===== src/rtl/bcd_display_scanner.sv =====
// Time-multiplexed BCD scanner for a multi-digit 7-segment display, with anti-ghosting
// guard interval and leading-zero blanking. Optional blink feature: define BCD_SCAN_BLINK_EN.
module bcd_display_scanner #(
    parameter int NUM_DIGITS   = 4,
    parameter int REFRESH_DIV  = 50000,
    parameter int GUARD_CYCLES = 2
) (
    input  logic                          clk,
    input  logic                          rst_n,
    input  logic [4*NUM_DIGITS-1:0]       digits_in,
    input  logic                          load,
    input  logic                          blank_lz,
`ifdef BCD_SCAN_BLINK_EN
    input  logic                          blink,
`endif
    output logic [3:0]                    bcd,
    output logic [NUM_DIGITS-1:0]         digit_sel,
    output logic [$clog2(NUM_DIGITS)-1:0] digit_idx,
    output logic                          invalid
);

    localparam int PW = $clog2(REFRESH_DIV);
    localparam int IW = $clog2(NUM_DIGITS);
    localparam logic [PW-1:0] PRESC_MAX = PW'(REFRESH_DIV - 1);
    localparam logic [PW-1:0] GUARD_END = PW'(GUARD_CYCLES);
    localparam logic [IW-1:0] IDX_MAX   = IW'(NUM_DIGITS - 1);

    typedef enum logic {
        S_GUARD = 1'b0,
        S_ON    = 1'b1
    } state_t;

    state_t                  state_q, state_d;
    logic [PW-1:0]           presc_q, presc_d;
    logic [IW-1:0]           idx_q, idx_d;
    logic [4*NUM_DIGITS-1:0] latch_q, latch_d;
    logic [3:0]              bcd_q, bcd_d;
    logic [NUM_DIGITS-1:0]   sel_q, sel_d;
    logic                    invalid_q, invalid_d;

    logic                    presc_wrap;
    logic                    zero_above;
    logic [NUM_DIGITS-1:0]   lz_mask;
    logic [NUM_DIGITS-1:0]   bad_mask;
    logic                    suppressed;
    logic                    blink_off;

`ifdef BCD_SCAN_BLINK_EN
    logic [5:0] frame_q, frame_d;
    logic       phase_q, phase_d;
    logic       frame_wrap;

    always_comb begin
        frame_wrap = presc_wrap && (idx_q == IDX_MAX);
        frame_d    = frame_q;
        phase_d    = phase_q;
        if (frame_wrap) begin
            frame_d = frame_q + 6'd1;
            if (frame_q == 6'd63) begin
                phase_d = ~phase_q;
            end
        end
        blink_off = blink & phase_q;
    end

    always_ff @(posedge clk or negedge rst_n) begin
        if (!rst_n) begin
            frame_q <= '0;
            phase_q <= 1'b0;
        end else begin
            frame_q <= frame_d;
            phase_q <= phase_d;
        end
    end
`else
    always_comb begin
        blink_off = 1'b0;
    end
`endif

    // All outputs are computed from next-cycle scan position and latch contents so the
    // registered outputs line up with digit_idx and reflect a load on the following cycle.
    always_comb begin
        presc_wrap = (presc_q == PRESC_MAX);
        presc_d    = presc_wrap ? '0 : presc_q + 1'b1;

        idx_d = idx_q;
        if (presc_wrap) begin
            idx_d = (idx_q == IDX_MAX) ? '0 : idx_q + 1'b1;
        end

        latch_d = load ? digits_in : latch_q;

        state_d = state_q;
        case (state_q)
            S_GUARD: if (GUARD_CYCLES == 0 || presc_d == GUARD_END) state_d = S_ON;
            S_ON:    if (presc_wrap && GUARD_CYCLES != 0) state_d = S_GUARD;
            default: state_d = S_GUARD;
        endcase

        // Scan from the most significant digit down; a digit is a leading zero while
        // every digit at or above it is zero. Digit 0 always displays.
        zero_above = 1'b1;
        lz_mask    = '0;
        bad_mask   = '0;
        for (int i = NUM_DIGITS - 1; i >= 0; i--) begin
            zero_above  = zero_above & (latch_d[4*i +: 4] == 4'd0);
            lz_mask[i]  = zero_above & (i != 0);
            bad_mask[i] = (latch_d[4*i +: 4] > 4'd9);
        end

        suppressed = bad_mask[idx_d] | (blank_lz & lz_mask[idx_d]);
        bcd_d      = latch_d[4*int'(idx_d) +: 4];
        invalid_d  = |bad_mask;

        sel_d = '1;
        if (state_d == S_ON && !suppressed && !blink_off) begin
            sel_d[idx_d] = 1'b0;
        end
    end

    always_ff @(posedge clk or negedge rst_n) begin
        if (!rst_n) begin
            state_q   <= S_GUARD;
            presc_q   <= '0;
            idx_q     <= '0;
            latch_q   <= '0;
            bcd_q     <= 4'd0;
            sel_q     <= '1;
            invalid_q <= 1'b0;
        end else begin
            state_q   <= state_d;
            presc_q   <= presc_d;
            idx_q     <= idx_d;
            latch_q   <= latch_d;
            bcd_q     <= bcd_d;
            sel_q     <= sel_d;
            invalid_q <= invalid_d;
        end
    end

    assign bcd       = bcd_q;
    assign digit_sel = sel_q;
    assign digit_idx = idx_q;
    assign invalid   = invalid_q;

endmodule


===== config.mk =====
export PLATFORM = sky130hd
export DESIGN_NAME = bcd_display_scanner
export DESIGN_NICKNAME = d
export VERILOG_FILES = /design/src/rtl/bcd_display_scanner.sv
export SDC_FILE = /design/constraint.sdc
export NUM_CORES = 1
export LEC_CHECK = 0
export CORE_MARGIN = 4
export CORE_UTILIZATION = 25
export CTS_CLUSTER_SIZE = 25
export DETAILED_ROUTE_END_ITERATION = 6
export PLACE_DENSITY = 0.45
export RECOVER_POWER = 100
export SYNTH_ARGS = -nofsm -noshare
export SYNTH_HDL_FRONTEND = slang
export SYNTH_SLANG_ARGS = --single-unit

===== constraint.sdc =====
create_clock -name clk -period 2.56 [get_ports clk]
set_clock_uncertainty 0.05 [all_clocks]
set_input_delay 0.64 -clock clk [delete_from_list [all_inputs] [get_ports clk]]
set_output_delay 0.64 -clock clk [all_outputs]
set_load 0.1 [all_outputs]

==> results.cfg <==
[drt]
drc = 0
wl_mm = 5.25
ant_nets = 0
drt-met1-wl_mm = 2.50
met3_length_um = 173
drt_pass1_iterations = 4
top_layer_used = met4
dr_total_vias = 1702
initialDrtViolationCount = 47
vias_per_cell = 4.54
met2_length_mm = 2.51
drt-wirelength-per-cell_um = 14.0

[synth]
synth.top_cells.by_count = 40 x dfrtp_1, 23 x nor2_1, 15 x nand2_1, 14 x mux2_2, 12 x mux2i_1
flops_latches_synth = 44
synth_area_per_cell_um2 = 11.1
netlist_top_cells_area = dfrtp_1 42%, mux2_2 6.7%, mux2i_1 5.1%
synth_sequential_area_ratio_pct = 46.9
ys_dominant_reg_cell = dfrtp_1
yosys.area.top_type_share_pct = 42.4
synth.cell_area_mm2 = 0.00236
post-synth-top-count-cell = dfrtp_1
netlist-cell-type-count = 53
yosysWarningCount = 0
biggest_area_consumer_among_synthesized_cells = dfrtp_1
synthesis.instances = 213
syn-num-nets = 236
postSynth.asyncResetShare_pct = 100
synth_edf_count = 0

[critical_path]
worst-setup-path-type = in -> reg
cp_cell_sequence = clkdlybuf4s50_1 -> mux2_2 -> or4b_2 -> nor2_1 -> nor3_1 -> nand3_1
cp.depth = 6
crit_path_max_incr_delay_ns = 0.69
cp_data_required_time_ns = 2.75
critical_path_buffer_and_inverter_count = 1
setup.worst_path.end_class = flip-flop
path_delay_family = simple AND/OR/NAND/NOR gates
kind_of_start_point_of_the_critical_path = input pin
setup.reg_to_reg.worst_slack_ns = 0.27
rr_endpoint = bcd[0]$_DFF_PN0_
r2r.worst_path.cells = 7
cpMaxStageDelayCell = or4b_2
crit_fanout = 3
data_arrival_time_of_the_critical_path_ns = 2.52
worstReg2RegStart = presc_q[1]$_DFF_PN0_

[grt]
globalRoute.totalOverflow = 0
grt_pass1_wl_mm = 9.23
grt_pass1_vias = 1856
grt_start_max_net_pins = 18
overall_global_routing_resource_usage_pct = 10.4
initial_antenna_violation_count = 0

[timing]
final-max-slew-violation-count = 0
rsz_0062_raised_after_global_routing = false
timing.max_slew.rel_slack_pct = 22.2
final-setup-viol-count = 0
worst-slew-pin-transition_ns = 1.17
post_route_hold_slack_ns = 0.372
min_period_over_period_pct = 91.1
final.min_clock_period_ns = 2.33
hold_viol = 0
timing_limited_maximum_frequency_mhz = 429

[power]
switching_portion_of_total_power_pct = 26.8
comb_power_share_pct = 14.7
power-per-cell-area_mw_per_mm2 = 531
ir_worst_vdd_v = 0.000191
internal_power_uw = 1130
p_switching_uw = 414
static-leakage-power_uw = 0.00134
share_seq_of_total_power_pct = 48.2
power.clock.fraction_pct = 37.0

[floorplan]
die_h_um = 105
core_mm2 = 0.00920
starting_density_of_the_core_pct = 25.7
num_rows = 35
die_x_um = 105
floorplan.io_pins = 31
area_of_the_die_mm2 = 0.0111

[placed_design]
placed_instances = 367
detailed_place_hpwl_mm = 4.09
gp_routability_congestion = 0.799
io_buffers = 30

[finish]
finalNonFillerCells = 375
flow.area_growth_from_synthesis_pct = 23.4
num_antenna_cells = 0
finish.net_count = 286
drive_gt1_share_pct = 17.8

[clocking]
cts_tree = built
post-cts-setup-buffers = 0
holdBufCountCts = 0
path_clk_slew_ns = 0.09
clkLatencyLatePin_ns = 0.30
h-tree-depth = 2
tritoncts_num_sinks = 44
cts.path.max_buffers = 2
cts-resized-gates = 0
tritoncts.num_buffers = 5
cts-root-buf = clkbuf_8

[hold_path]
hold_crit_path_type = in -> async

[job]
max_cap_violations = 0

[run_status]
run_status = completed
==> layout by cell type (no fill, tap or decap), types with 3 or more instances in the layout <==
master           count
a21oi_1              6
and3_1               3
buf_4               11
clkbuf_1            15
clkbuf_2             6
clkbuf_8             6
clkdlybuf4s50_1     18
dfrtp_1             40
dfstp_2              4
ha_1                 3
inv_1                7
mux2_1               9
mux2_2               5
mux2i_1             12
nand2_1             15
nand2b_1             5
nand3_1              7
nand4_1              5
nor2_1              23
nor3_1               6
nor4_1               4
o21ai_0              6
xnor2_1              4
xor2_1               9
==> power groups by stage <==
| stage | Sequential [uW] | Combinational (uW) | Clock [uW] |
|---|---|---|---|
| 6_report | 745 | 228 | 572 |
| 5_1_grt | 751 | 250 | 633 |
| 4_1_cts | 747 | 252 | 598 |
| 3_5_place_dp | 760 | 252 | 0 |
| 3_3_place_gp | 760 | 252 | 0 |
| 2_1_floorplan | 833 | 65.0 | 0 |
==> logic make-up after synthesis <==
family	synth area share, %
fa+ha+maj	1.59
flops	46.9
xor+xnor	4.83
mux	12.7
compound gates	7.95
simple gates	22.2
buf+inv	3.87
==> worst max path at each step <==
stage                                  end                    from  slack [ns]
floorplan                 bcd[0]$_DFF_PN0_  digit_idx[1]$_DFF_PN0_        0.39
global placement    digit_sel[3]$_DFF_PN1_                    load       -0.07
detailed placement  digit_sel[3]$_DFF_PN1_                    load       -0.09
CTS                 digit_sel[3]$_DFF_PN1_                    load        0.23
global route              bcd[1]$_DFF_PN0_    presc_q[1]$_DFF_PN0_        0.07
finish              digit_sel[3]$_DFF_PN1_                    load        0.23
==> final cells by class <==
class	count	area, um2
well taps	111	139
clock inverters	2	38.8
multi-input cells	154	1150
inverters	7	26.3
fillers	963	6280
clock buffers	6	82.6
flip-flops and latches	44	1110
repair buffers	51	369
==> worst reg2reg max path: stages (launching register included) <==
cell and delay (ns):
dfrtp_1 0.43, ha_1 0.32, and4b_1 0.26, and4_1 0.31, mux2i_4 0.30, buf_12 0.17, mux2i_1 0.23, mux2i_1 0.10
==> metal layers <==
metal,GRT usage (%),vias to the layer above
met2,17.6,26
met4,3.09,0
met3,2.47,7
met1,13.1,808
li1,-,861
met5,0,-
==> state kept, by name, summed over array words and instances, names as in the netlist <==
register   count
bcd            4
invalid        1
presc_q       16
state_q        1
digit_sel      4
digit_idx      2
latch_q       16
==> through the flow <==
| step | setup WS [ns] | TNS [ns] | total power (uW) | util (%) | area [um2] |
|---|---|---|---|---|---|
| after global routing | 0.0730 | 0 | 1630 | 31.7 | 2910 |
| after CTS | 0.233 | 0 | 1600 | 32.5 | 2990 |
| final | 0.227 | 0 | 1550 | 31.7 | 2910 |
| after global placement | -0.0691 | -0.189 | 1010 | 31.2 | 2870 |
| after detailed placement | -0.0924 | -0.262 | 1010 | 31.2 | 2870 |
| after floorplan | 0.386 | 0 | 898 | - | 2360 |
No activity file was read; power rests on OpenSTA's default activity.
